--- src/rtl/idli_redirect_m_if.sv ---
// Signal bundle between the serial branch-target unit and its PC / sequencer side.
// Link ports exist only when IDLI_REDIR_LINK_EN is defined.
interface idli_redirect_m_if;
  logic [1:0] i_redir_ctr;
  logic       i_redir_req;
  logic       i_redir_rel;
  logic [3:0] i_redir_pc;
  logic [3:0] i_redir_opnd;
  logic       i_redir_cond;
  logic       o_redir;
  logic [3:0] o_redir_data;
  logic       o_redir_busy;
`ifdef IDLI_REDIR_LINK_EN
  logic       o_redir_link;
  logic [3:0] o_redir_link_data;

  modport master (
    input  i_redir_ctr, i_redir_req, i_redir_rel, i_redir_pc, i_redir_opnd, i_redir_cond,
    output o_redir, o_redir_data, o_redir_busy, o_redir_link, o_redir_link_data
  );
  modport slave (
    output i_redir_ctr, i_redir_req, i_redir_rel, i_redir_pc, i_redir_opnd, i_redir_cond,
    input  o_redir, o_redir_data, o_redir_busy, o_redir_link, o_redir_link_data
  );
`else
  modport master (
    input  i_redir_ctr, i_redir_req, i_redir_rel, i_redir_pc, i_redir_opnd, i_redir_cond,
    output o_redir, o_redir_data, o_redir_busy
  );
  modport slave (
    output i_redir_ctr, i_redir_req, i_redir_rel, i_redir_pc, i_redir_opnd, i_redir_cond,
    input  o_redir, o_redir_data, o_redir_busy
  );
`endif
endinterface

--- src/rtl/idli_redirect_m.sv ---
// Bit-serial branch/jump target unit: captures a 16b target one 4b slice per cycle and
// replays it to the PC over the following word. Optional link write-back: IDLI_REDIR_LINK_EN.
module idli_redirect_m #(
  parameter int SLICES = 4
) (
  input logic               i_redir_gck,
  input logic               i_redir_rst_n,
  idli_redirect_m_if.master bus
);
  typedef logic [1:0] ctr_t;
  typedef logic [3:0] slice_t;

  if (SLICES != 4) begin : g_slices_check
    $error("idli_redirect_m: only SLICES=4 is supported");
  end

  logic        cap_q;
  logic        drv_q;
  logic        carry_q;
  logic        rel_q;
  logic [15:0] tgt_q;

  logic   start;
  logic   capturing;
  logic   last;
  logic   rel_eff;
  logic   cin;
  logic   sum_c;
  slice_t sum_s;
  slice_t cap_s;

  // A capture only starts on slice 0 and never while one is already running.
  assign start     = bus.i_redir_req && (bus.i_redir_ctr == 2'd0) && !cap_q;
  assign capturing = start || cap_q;
  assign last      = (bus.i_redir_ctr == 2'd3);
  assign rel_eff   = start ? bus.i_redir_rel : rel_q;
  assign cin       = start ? 1'b0 : carry_q;

  assign {sum_c, sum_s} = {1'b0, bus.i_redir_pc} + {1'b0, bus.i_redir_opnd} + {4'b0000, cin};
  assign cap_s          = rel_eff ? sum_s : bus.i_redir_opnd;

  // While driving, the outgoing slice rotates back in; an overlapping capture replaces it instead.
  always_ff @(posedge i_redir_gck or negedge i_redir_rst_n) begin
    if (!i_redir_rst_n) begin
      cap_q   <= 1'b0;
      drv_q   <= 1'b0;
      carry_q <= 1'b0;
      rel_q   <= 1'b0;
      tgt_q   <= '0;
    end else begin
      if (start) begin
        cap_q <= 1'b1;
        rel_q <= bus.i_redir_rel;
      end else if (cap_q && last) begin
        cap_q <= 1'b0;
      end

      if (capturing) begin
        carry_q <= last ? 1'b0 : sum_c;
        tgt_q   <= {cap_s, tgt_q[15:4]};
      end else if (drv_q) begin
        tgt_q   <= {tgt_q[3:0], tgt_q[15:4]};
      end

      if (last) begin
        drv_q <= cap_q && bus.i_redir_cond;
      end
    end
  end

  assign bus.o_redir      = drv_q;
  assign bus.o_redir_data = drv_q ? tgt_q[3:0] : 4'h0;
  assign bus.o_redir_busy = cap_q || drv_q || (bus.i_redir_req && (bus.i_redir_ctr == 2'd0));

`ifdef IDLI_REDIR_LINK_EN
  logic [15:0] link_q;
  logic        link_carry_q;
  logic        link_c;
  slice_t      link_s;

  // Return address is pc + 1, serially incremented alongside the target.
  assign {link_c, link_s} = {1'b0, bus.i_redir_pc} + {4'b0000, (start ? 1'b1 : link_carry_q)};

  always_ff @(posedge i_redir_gck or negedge i_redir_rst_n) begin
    if (!i_redir_rst_n) begin
      link_q       <= '0;
      link_carry_q <= 1'b0;
    end else if (capturing) begin
      link_q       <= {link_s, link_q[15:4]};
      link_carry_q <= last ? 1'b0 : link_c;
    end else if (drv_q) begin
      link_q       <= {link_q[3:0], link_q[15:4]};
    end
  end

  assign bus.o_redir_link      = drv_q;
  assign bus.o_redir_link_data = drv_q ? link_q[3:0] : 4'h0;
`endif

`ifndef SYNTHESIS
  ctr_t ctr_prev;
  logic ctr_prev_vld;

  always_ff @(posedge i_redir_gck or negedge i_redir_rst_n) begin
    if (!i_redir_rst_n) begin
      ctr_prev     <= '0;
      ctr_prev_vld <= 1'b0;
    end else begin
      ctr_prev     <= bus.i_redir_ctr;
      ctr_prev_vld <= 1'b1;
    end
  end

  always @(posedge i_redir_gck) begin
    if (i_redir_rst_n && ctr_prev_vld) begin
      assert (bus.i_redir_ctr == ctr_t'(ctr_prev + 2'd1))
        else $error("idli_redirect_m: slice counter discontinuity");
    end
  end
`endif
endmodule

--- src/flat_wrapper.sv ---
// flat-port wrapper written by rule: the top's interface ports become plain ports
module idli_redirect_m_flat 
#(
  parameter int SLICES = 4
)
  (i_redir_gck, i_redir_rst_n, bus_i_redir_ctr, bus_i_redir_req, bus_i_redir_rel, bus_i_redir_pc, bus_i_redir_opnd, bus_i_redir_cond, bus_o_redir, bus_o_redir_data, bus_o_redir_busy);
  idli_redirect_m_if bus_i ();
  input logic i_redir_gck;
  input logic i_redir_rst_n;
  input wire logic [$bits(bus_i.i_redir_ctr)-1:0] bus_i_redir_ctr;
  input wire logic [$bits(bus_i.i_redir_req)-1:0] bus_i_redir_req;
  input wire logic [$bits(bus_i.i_redir_rel)-1:0] bus_i_redir_rel;
  input wire logic [$bits(bus_i.i_redir_pc)-1:0] bus_i_redir_pc;
  input wire logic [$bits(bus_i.i_redir_opnd)-1:0] bus_i_redir_opnd;
  input wire logic [$bits(bus_i.i_redir_cond)-1:0] bus_i_redir_cond;
  output wire logic [$bits(bus_i.o_redir)-1:0] bus_o_redir;
  output wire logic [$bits(bus_i.o_redir_data)-1:0] bus_o_redir_data;
  output wire logic [$bits(bus_i.o_redir_busy)-1:0] bus_o_redir_busy;
  assign bus_i.i_redir_ctr = bus_i_redir_ctr;
  assign bus_i.i_redir_req = bus_i_redir_req;
  assign bus_i.i_redir_rel = bus_i_redir_rel;
  assign bus_i.i_redir_pc = bus_i_redir_pc;
  assign bus_i.i_redir_opnd = bus_i_redir_opnd;
  assign bus_i.i_redir_cond = bus_i_redir_cond;
  assign bus_o_redir = bus_i.o_redir;
  assign bus_o_redir_data = bus_i.o_redir_data;
  assign bus_o_redir_busy = bus_i.o_redir_busy;
  idli_redirect_m #(.SLICES(SLICES)) u_core (.i_redir_gck(i_redir_gck), .i_redir_rst_n(i_redir_rst_n), .bus(bus_i));
endmodule
--- config.mk ---
export PLATFORM = sky130hd
export DESIGN_NAME = idli_redirect_m_flat
export DESIGN_NICKNAME = d
export VERILOG_FILES = /design/src/rtl/idli_redirect_m_if.sv /design/src/rtl/idli_redirect_m.sv /design/src/flat_wrapper.sv
export SDC_FILE = /design/constraint.sdc
export NUM_CORES = 1
export LEC_CHECK = 0
export BUFFER_PORTS_ARGS = -buffer_cell sky130_fd_sc_hd__buf_4
export CORE_MARGIN = 2
export CORE_UTILIZATION = 35
export DETAILED_ROUTE_END_ITERATION = 8
export HOLD_SLACK_MARGIN = 0.06
export SKIP_CTS_REPAIR_TIMING = 1
export SLEW_MARGIN = 5
export SYNTH_ARGS = -nofsm -noshare
export SYNTH_HDL_FRONTEND = slang
export SYNTH_SLANG_ARGS = --single-unit
export TNS_END_PERCENT = 5
--- constraint.sdc ---
create_clock -name i_redir_gck -period 3.01 [get_ports i_redir_gck]
set_clock_uncertainty 0.2 [all_clocks]
set_input_delay 0.4515 -clock i_redir_gck [delete_from_list [all_inputs] [get_ports i_redir_gck]]
set_output_delay 0.4515 -clock i_redir_gck [all_outputs]
set_load 0.02 [all_outputs]
# Word level (Yosys, flattened, before mapping)
# Cells that the tools add are included.
[classes]
addsub = 2
multipliers = 0
n_div = 0
order_cmp = 0
eq_ne = 1
shifts = 0
mux = 9
bitwise_logic = 0
reduce_logical = 11
[op_table]
columns = ["op", "n"]
rows = [
  ["16-bit two-way mux", 2],
  ["4-bit two-way mux", 2],
  ["4-bit by 4-bit adder with 5-bit output", 1],
  ["5-bit by 1-bit adder with 5-bit output", 1],
  ["1-bit two-way mux", 5],
  ["1-bit logical AND", 4],
  ["2-bit nonzero test", 2],
  ["1-bit logical OR", 3],
  ["2-bit == test, second input constant", 1],
  ["2-bit zero test", 1],
  ["1-bit zero test", 1],
]
[totals]
register_bits = 20
latch_bits = 0
ram_bits = 0
rom_bits = 0
input_bits = 15
output_inout_bits = 6
elab_cells = 28
memories = 0

# Depth between registers and ports, before layout
# Gate-level depths: netlist of run 1.
[logic_depth]
ltp_word = 7
ltp_mapped = 7
ltp_nobuf = 7

# Least setup slack after synthesis of run 1
# No wires, ideal clock.
[synth_path]
path_type = "reg2reg"
start = "reg u_core.cap_q"
end = "reg u_core.carry_q"
setup_ns = 0.121
arrival_time_ns = 2.259
required_time_ns = 2.689
path_slack_ns = 0.430
stages_incl_launch_ff = 8
n_path_buf = 0
period_less_slack_ns = 2.580
path_cell_list = "dfrtp_1 -> nor4b_4 -> and2b_1 -> fa_1 -> fa_1 -> a21o_1 -> a21o_1 -> a22o_1"
[synth_via]
elab_chain_len = 5
elab_cells_between_ends = 6
classes_between = "add/sub (1); mux (2); reduce/logical (3)"
[synth_rtl]
columns = ["item", "line", "source"]
rows = [
  ["start: declaration", "idli_redirect_m.sv:17", "logic cap_q;"],
  ["start signal: assignment", "idli_redirect_m.sv:45", "cap_q <= 1'b0;"],
  ["start signal: assignment", "idli_redirect_m.sv:52", "cap_q <= 1'b1;"],
  ["start signal: assignment", "idli_redirect_m.sv:55", "cap_q <= 1'b0;"],
  ["1-bit zero test", "idli_redirect_m.sv:33", "assign start = bus.i_redir_req && (bus.i_redir_ctr == 2'd0) && !cap_q;"],
  ["1-bit logical AND", "idli_redirect_m.sv:33", ""],
  ["1-bit two-way mux", "idli_redirect_m.sv:37", "assign cin = start ? 1'b0 : carry_q;"],
  ["5-bit by 1-bit adder with 5-bit output", "idli_redirect_m.sv:39", "assign {sum_c, sum_s} = {1'b0, bus.i_redir_pc} + {1'b0, bus.i_redir_opnd} + {4'b0000, cin};"],
  ["1-bit two-way mux", "idli_redirect_m.sv:59", "carry_q <= last ? 1'b0 : sum_c;"],
  ["end signal: assignment", "idli_redirect_m.sv:59", ""],
  ["end: declaration", "idli_redirect_m.sv:19", "logic carry_q;"],
]
# Several ways; a longest one is shown, not always the timed one.
# A chain may end at the register's enable or synchronous reset.

# Worst setup path in the final report of run 1
# Same ends and word-level chain as after synthesis.

==> qor.csv, run 1 <==
metric,value,unit
powerDensity,671.3,nW/µm²
netlist_instances,100,
gp_congestion,0.7018,
syn-num-nets,120,
syn_area_per_cell,10.08,µm²
route.detailed.drc,0,
outcome,"finished, final reports clean",
period_needed,2.724,ns
required,3.01,ns
wl_per_cell,11.83,µm
die_area,3327,µm²
seq_power_share,0.521,
grt_pass1_vias,682,
cts.sinks,20,
grt.overflow.total,0,
clock.fmax,367.1,MHz
coreArea,2758,µm²
setup_viol,0,
grt_start_max_net_pins,21,
synth_cell_types,24,
post-route-period-util,0.9049,
insertion_delay,0.30,ns
root_buffer,clkbuf_4,
dr.pass1.iters,4,
yosysWarnings,0,
path_max_fanout,7,
initial_core_util,0.3657,
cp-start-kind,flip-flop,
htree_levels,1,
drive_gt1_frac,0.2400,
drv_slew,0,
rsz0062_at_grt,false,
cts.clk_slew.worst_paths,0.11,ns
wl,1846,µm
cts_buffers,3,
antennaDiodeCount,0,
worstMarginPinSlew,0.5153,ns
chipHeight,57.68,µm
tritoncts,yes,
grtUsageTotal,0.1212,
vias_per_cell,4.853,
via_count,757,
finalHoldViolations,0,
power_frac_comb,0.298,
syn_to_final_growth,23.57,%
crit_type,reg -> reg,
ios,21,
p_sw,265.7,µW
end_kind,flip-flop,
io_buffers,20,
die_w,57.68,µm
peakVddDrop,300.0,µV
hold_class,in -> reg,
p_leak,0.0006703,µW
drtIter0Drc,28,
cap_violations,0,
p_clk_frac,0.182,
intPower,570.8,µW
antenna_found_initial,0,
seq_area_frac_synth,0.4963,
p_sw_frac,0.3176,
syn_area,1008,µm²
antenna_left,0,
ys_ff_latch,20,
row_count,19,
dp.final_hpwl,1428,µm
hold-worst-slack,0.2001,ns
grt_pass1_wl,3042,µm
clock_path_buffers,2,
nets,146,
fin_tns_setup,0,ns
max_slew_margin,0.6557,
arrival,2.72,ns
## metal layers
| layer | vias to the layer above | GRT usage | routed length (µm) |
|---|---|---|---|
| li1 | 379 | - | - |
| met1 | 361 | 0.1633 | 907 |
| met2 | 13 | 0.1899 | 854 |
| met3 | 4 | 0.01339 | 46 |
| met4 | 0 | 0.06977 | 38 |
| met5 | - | 0 | 0 |
## metrics by stage
stage                     std cells  cell area (µm²)  power (µW)  setup slack [ns]  utilization
final                           156             1246       836.5            0.2863       0.4519
after global routing            156             1246       905.8            0.1733       0.4519
after CTS                       155             1236       848.9            0.2624       0.4483
after detailed placement        151             1200       696.5            0.2034       0.4351
after global placement          151             1200       684.0            0.2667       0.4351
after floorplan                 100             1008       608.4            0.4298            -
## worst max-delay path, stage by stage (launching register included)
cell and delay, ns:
dfrtp_1 0.49, nor4b_4 0.35, and2b_1 0.23, fa_1 0.41, fa_1 0.42, a21o_1 0.18
a21o_1 0.17, a22o_1 0.19
## placed cells by master, fill, tap and decap left out, drive strengths merged, types with 2 or more instances in the layout
| cell | synthesis | layout |
|---|---|---|
| a21oi | 4 | 4 |
| nor3b | 2 | 2 |
| and2 | 4 | 4 |
| a21o | 4 | 4 |
| clkbuf | 0 | 4 |
| xor2 | 2 | 2 |
| inv | 3 | 3 |
| nand2 | 37 | 37 |
| buf | 2 | 22 |
| ha | 3 | 3 |
| mux2i | 7 | 7 |
| dfrtp | 20 | 20 |
| fa | 2 | 2 |
## area by class of cell
cell class / count / area [µm²]
fillers: 281 / 1511
well taps: 31 / 38.79
clock buffers: 4 / 36.28
flip-flops and latches: 20 / 500.5
multi-input cells: 75 / 484.2
repair buffers: 23 / 175.2
inverters: 3 / 11.26
## cells by family (layout without fill, tap and decap cells)
logic type                 after synthesis  in the layout  synth area share
and+or+nand+nor                         48             48            0.2233
buffers and inverters                    5             30           0.02357
DFF                                     20             20            0.4963
AOI/OAI and AO/OA                       12             12           0.07817
adders and majority gates                5              5           0.07693
xor gates and xnor gates                 2              2           0.01737
muxes                                    8              8           0.08437
## cells in the mapped netlist (all sizes together)
cell	n	area share
o21ai	1	0.0050
o311ai	1	0.0087
a21oi	4	0.020
nor3b	2	0.015
dfrtp	20	0.50
mux2	1	0.011
xor2	2	0.017
fa	2	0.040
mux2i	7	0.073
and2b	1	0.0074
a31oi	1	0.0062
a21o	4	0.030
a22o	1	0.0087
and2	4	0.025
ha	3	0.037
inv	3	0.011
nor2	1	0.0037
nor3	1	0.0050
nand2	37	0.14
or2	1	0.0062
buf	2	0.012
nor4b	1	0.024
## power by group through the flow
stage               Combinational, µW  Clock, µW  Sequential, µW
floorplan                         182          0             427
global placement                  248          0             436
detailed placement                255          0             441
CTS                               255        159             435
global route                      289        169             448
finish                            249        152             436
## registers in the layout, indices dropped and copies added, names as in the netlist
signal / flops
u_core.bus.o_redir: 1
u_core.rel_q: 1
u_core.cap_q: 1
u_core.tgt_q: 16
u_core.carry_q: 1
## final timing paths
path	endpoint	cells past startpoint	from	slack [ns]
setup / recovery	u_core.carry_q$_DFFE_PN0N_	7	u_core.cap_q$_DFFE_PN0P_	0.29
hold / removal	u_core.bus.o_redir$_DFFE_PN0P_	3	bus_i_redir_cond	0.20
setup reg to reg	u_core.carry_q$_DFFE_PN0N_	7	u_core.cap_q$_DFFE_PN0P_	0.29
hold reg to reg	u_core.tgt_q[0]$_DFFE_PN0P_	2	u_core.tgt_q[0]$_DFFE_PN0P_	0.27
max in group asynchronous	u_core.tgt_q[10]$_DFFE_PN0P_	2	i_redir_rst_n	2.01
min in group asynchronous	u_core.rel_q$_DFF_PN0_	2	i_redir_rst_n	0.37
No activity file was read; power rests on OpenSTA's default activity.
==> run 2, diff against run 1 <==
--- a/config.mk
+++ b/config.mk
@@ -7,8 +7,12 @@
 export LEC_CHECK = 0
 export BUFFER_PORTS_ARGS = -buffer_cell sky130_fd_sc_hd__buf_4
+export CELL_PAD_IN_SITES_DETAIL_PLACEMENT = 2
+export CELL_PAD_IN_SITES_GLOBAL_PLACEMENT = 2
 export CORE_MARGIN = 2
-export CORE_UTILIZATION = 35
+export CORE_UTILIZATION = 32
 export DETAILED_ROUTE_END_ITERATION = 8
+export GPL_ROUTABILITY_DRIVEN = 0
 export HOLD_SLACK_MARGIN = 0.06
+export PLACE_DENSITY_LB_ADDON = 0.1
 export SKIP_CTS_REPAIR_TIMING = 1
 export SLEW_MARGIN = 5
==> constraint.sdc (replaced) <==
create_clock -name i_redir_gck -period 3.01 [get_ports i_redir_gck]
set_clock_uncertainty 0.2 [all_clocks]
set_input_delay 0.1505 -clock i_redir_gck [delete_from_list [all_inputs] [get_ports i_redir_gck]]
set_output_delay 0.1505 -clock i_redir_gck [all_outputs]
set_load 0.02 [all_outputs]
==> run 2 against run 1 <==
Power fell by 2.1%. Clock-buffer cell count fell by 1. Worst setup slack improved by 0.027 ns. Design area rose by 5.2%. Flip-flop and latch count did not move. First-iteration DRC count fell by 7.1%. Via count rose by 6.6%. Routed wire length rose by 24%. Global-route usage rose by 2.4 points. Register-to-register slack improved by 0.03 ns. Die area rose by 8.7%. Largest cell class unchanged. Highest routed layer unchanged.
==> qor.csv, run 2 (synthesis gave the netlist of run 1 again) <==
metric,value,unit,change
outcome,"finished, final reports clean",,
peakVddDrop,227.9,µV,-24%
cts.clk_slew.worst_paths,0.10,ns,about the same
regMostFlops,u_core.tgt_q,,
dp.final_hpwl,1827,µm,+28%
rsz0062_at_grt,false,,
crit_type,reg -> reg,,
antenna_found_initial,0,,unchanged
cap_violations,0,,unchanged
chipHeight,60.14,µm,+4.3%
coreArea,3028,µm²,+9.8%
syn_to_final_growth,30.03,%,
required,3.00,ns,about the same
rr_worst_depth,7,,unchanged
die_area,3616,µm²,+8.7%
finalHoldViolations,0,,unchanged
dr.pass1.iters,4,,unchanged
worstMarginPinSlew,0.5564,ns,+0.04112 ns
grt_start_max_net_pins,21,,unchanged
arrival,2.69,ns,-0.03 ns
powerDensity,624.5,nW/µm²,-7.0%
p_leak,0.0006895,µW,+2.9%
crit_start,u_core.cap_q$_DFFE_PN0P_,,
period_needed,2.697,ns,-0.02654 ns
ios,21,,unchanged
grt_pass1_vias,811,,+19%
rr_endpoint,u_core.carry_q$_DFFE_PN0N_,,
grt_pass1_wl,3788,µm,+25%
r2r_slack,0.31,ns,+0.03 ns
antennaDiodeCount,0,,unchanged
layout_common_cells,"nand2_1 (37), buf_4 (21), dfrtp_1 (20)",,
drive_gt1_frac,0.2154,,-0.02462
hold_class,in -> async,,
layout_setup_ws,0.3128,ns,+0.02654 ns
io_buffers,20,,unchanged
fin_tns_setup,0,ns,unchanged
wl,2284,µm,+24%
via_count,807,,+6.6%
dp_cells,163,,+7.9%
tritoncts,yes,,
end_kind,flip-flop,,
final_cells,174,,+12%
wl_per_cell,13.13,µm,+11%
initial_core_util,0.3331,,-0.03264
root_buffer,clkbuf_4,,
insertion_delay,0.29,ns,about the same
path_max_fanout,7,,unchanged
drtIter0Drc,26,,-7.1%
largest_reg_flops,16,,unchanged
cts.sinks,20,,unchanged
clock_path_buffers,2,,unchanged
cts_buffers,3,,unchanged
place_area,1209,µm²,+0.73%
place_ws,0.3166,ns,+0.1132 ns
htree_levels,1,,unchanged
cp-endpoint,u_core.carry_q$_DFFE_PN0N_,,
clock.fmax,370.8,MHz,+0.98%
drv_slew,0,,unchanged
grtUsageTotal,0.1455,,+0.02425
cp-start-kind,flip-flop,,
antenna_left,0,,unchanged
fin_area,1311,µm²,+5.2%
reg2reg_from,u_core.cap_q$_DFFE_PN0P_,,
layout_commonest_cell,nand2_1,,
route.detailed.drc,0,,unchanged
post-route-period-util,0.8961,,-0.008818
setup_viol,0,,unchanged
max_slew_margin,0.6283,,-0.02747
nets,152,,+4.1%
vias_per_cell,4.638,,-4.4%
row_count,20,,+1
grt.overflow.total,0,,unchanged
die_w,60.14,µm,+4.3%
[run 2: changes by cell type in the layout (fill, tap and decap cells not counted), sizes merged]
cell	previous run	this run
dlygate4sd3	1	8
buf	22	21
clkbuf	4	3
[run 2: layout make-up]
class                      instances  area [µm²]
clock buffer                       3       22.52
fill                             333        1717
tap                               44       55.05
multi-input combinational         75       484.2
sequential                        20       500.5
timing repair buffer              29       237.7
inverter                           3       11.26
[run 2: where the power goes]
part           leakage (µW)  internal [µW]  total [µW]  switching [µW]
Sequential         0.000250            376         437            60.8
Clock             0.0000138           46.5         119            72.7
Combinational      0.000426            125         262             138
Total              0.000689            548         819             271
[run 2: worst max-delay path: stages, from the launching register on]
cell and delay [ns]:
dfrtp_1 0.48, nor4b_4 0.35, and2b_1 0.23, fa_1 0.40
fa_1 0.42, a21o_1 0.17, a21o_1 0.17, a22o_1 0.18
[run 2: how the worst min path moves through the flow]
stage	from	end	slack, ns
finish	i_redir_rst_n	u_core.tgt_q[3]$_DFFE_PN0P_	0.08
global route	bus_i_redir_ctr[0]	u_core.cap_q$_DFFE_PN0P_	0.06
CTS	i_redir_rst_n	u_core.tgt_q[3]$_DFFE_PN0P_	-0.49
detailed placement	i_redir_rst_n	u_core.tgt_q[3]$_DFFE_PN0P_	-0.16
global placement	i_redir_rst_n	u_core.tgt_q[3]$_DFFE_PN0P_	-0.15
floorplan	i_redir_rst_n	u_core.bus.o_redir$_DFFE_PN0P_	-0.35
[run 2: per-layer routing]
| layer | vias to the layer above | part of all wire | track usage |
|---|---|---|---|
| met5 | - | 0 | 0 |
| met3 | 2 | 0.030 | 0.02597 |
| met4 | 0 | 0.0088 | 0.05714 |
| met2 | 12 | 0.48 | 0.2298 |
| met1 | 402 | 0.49 | 0.1960 |
| li1 | 391 | - | - |
[run 2: stage by stage]
stage	hold slack (ns)	utilization	total power, µW
floorplan	-0.3451	-	608.4
global placement	-0.1503	0.3992	686.3
detailed placement	-0.1561	0.3992	706.5
CTS	-0.4901	0.4066	829.6
global route	0.06429	0.4331	896.1
finish	0.07554	0.4331	818.9
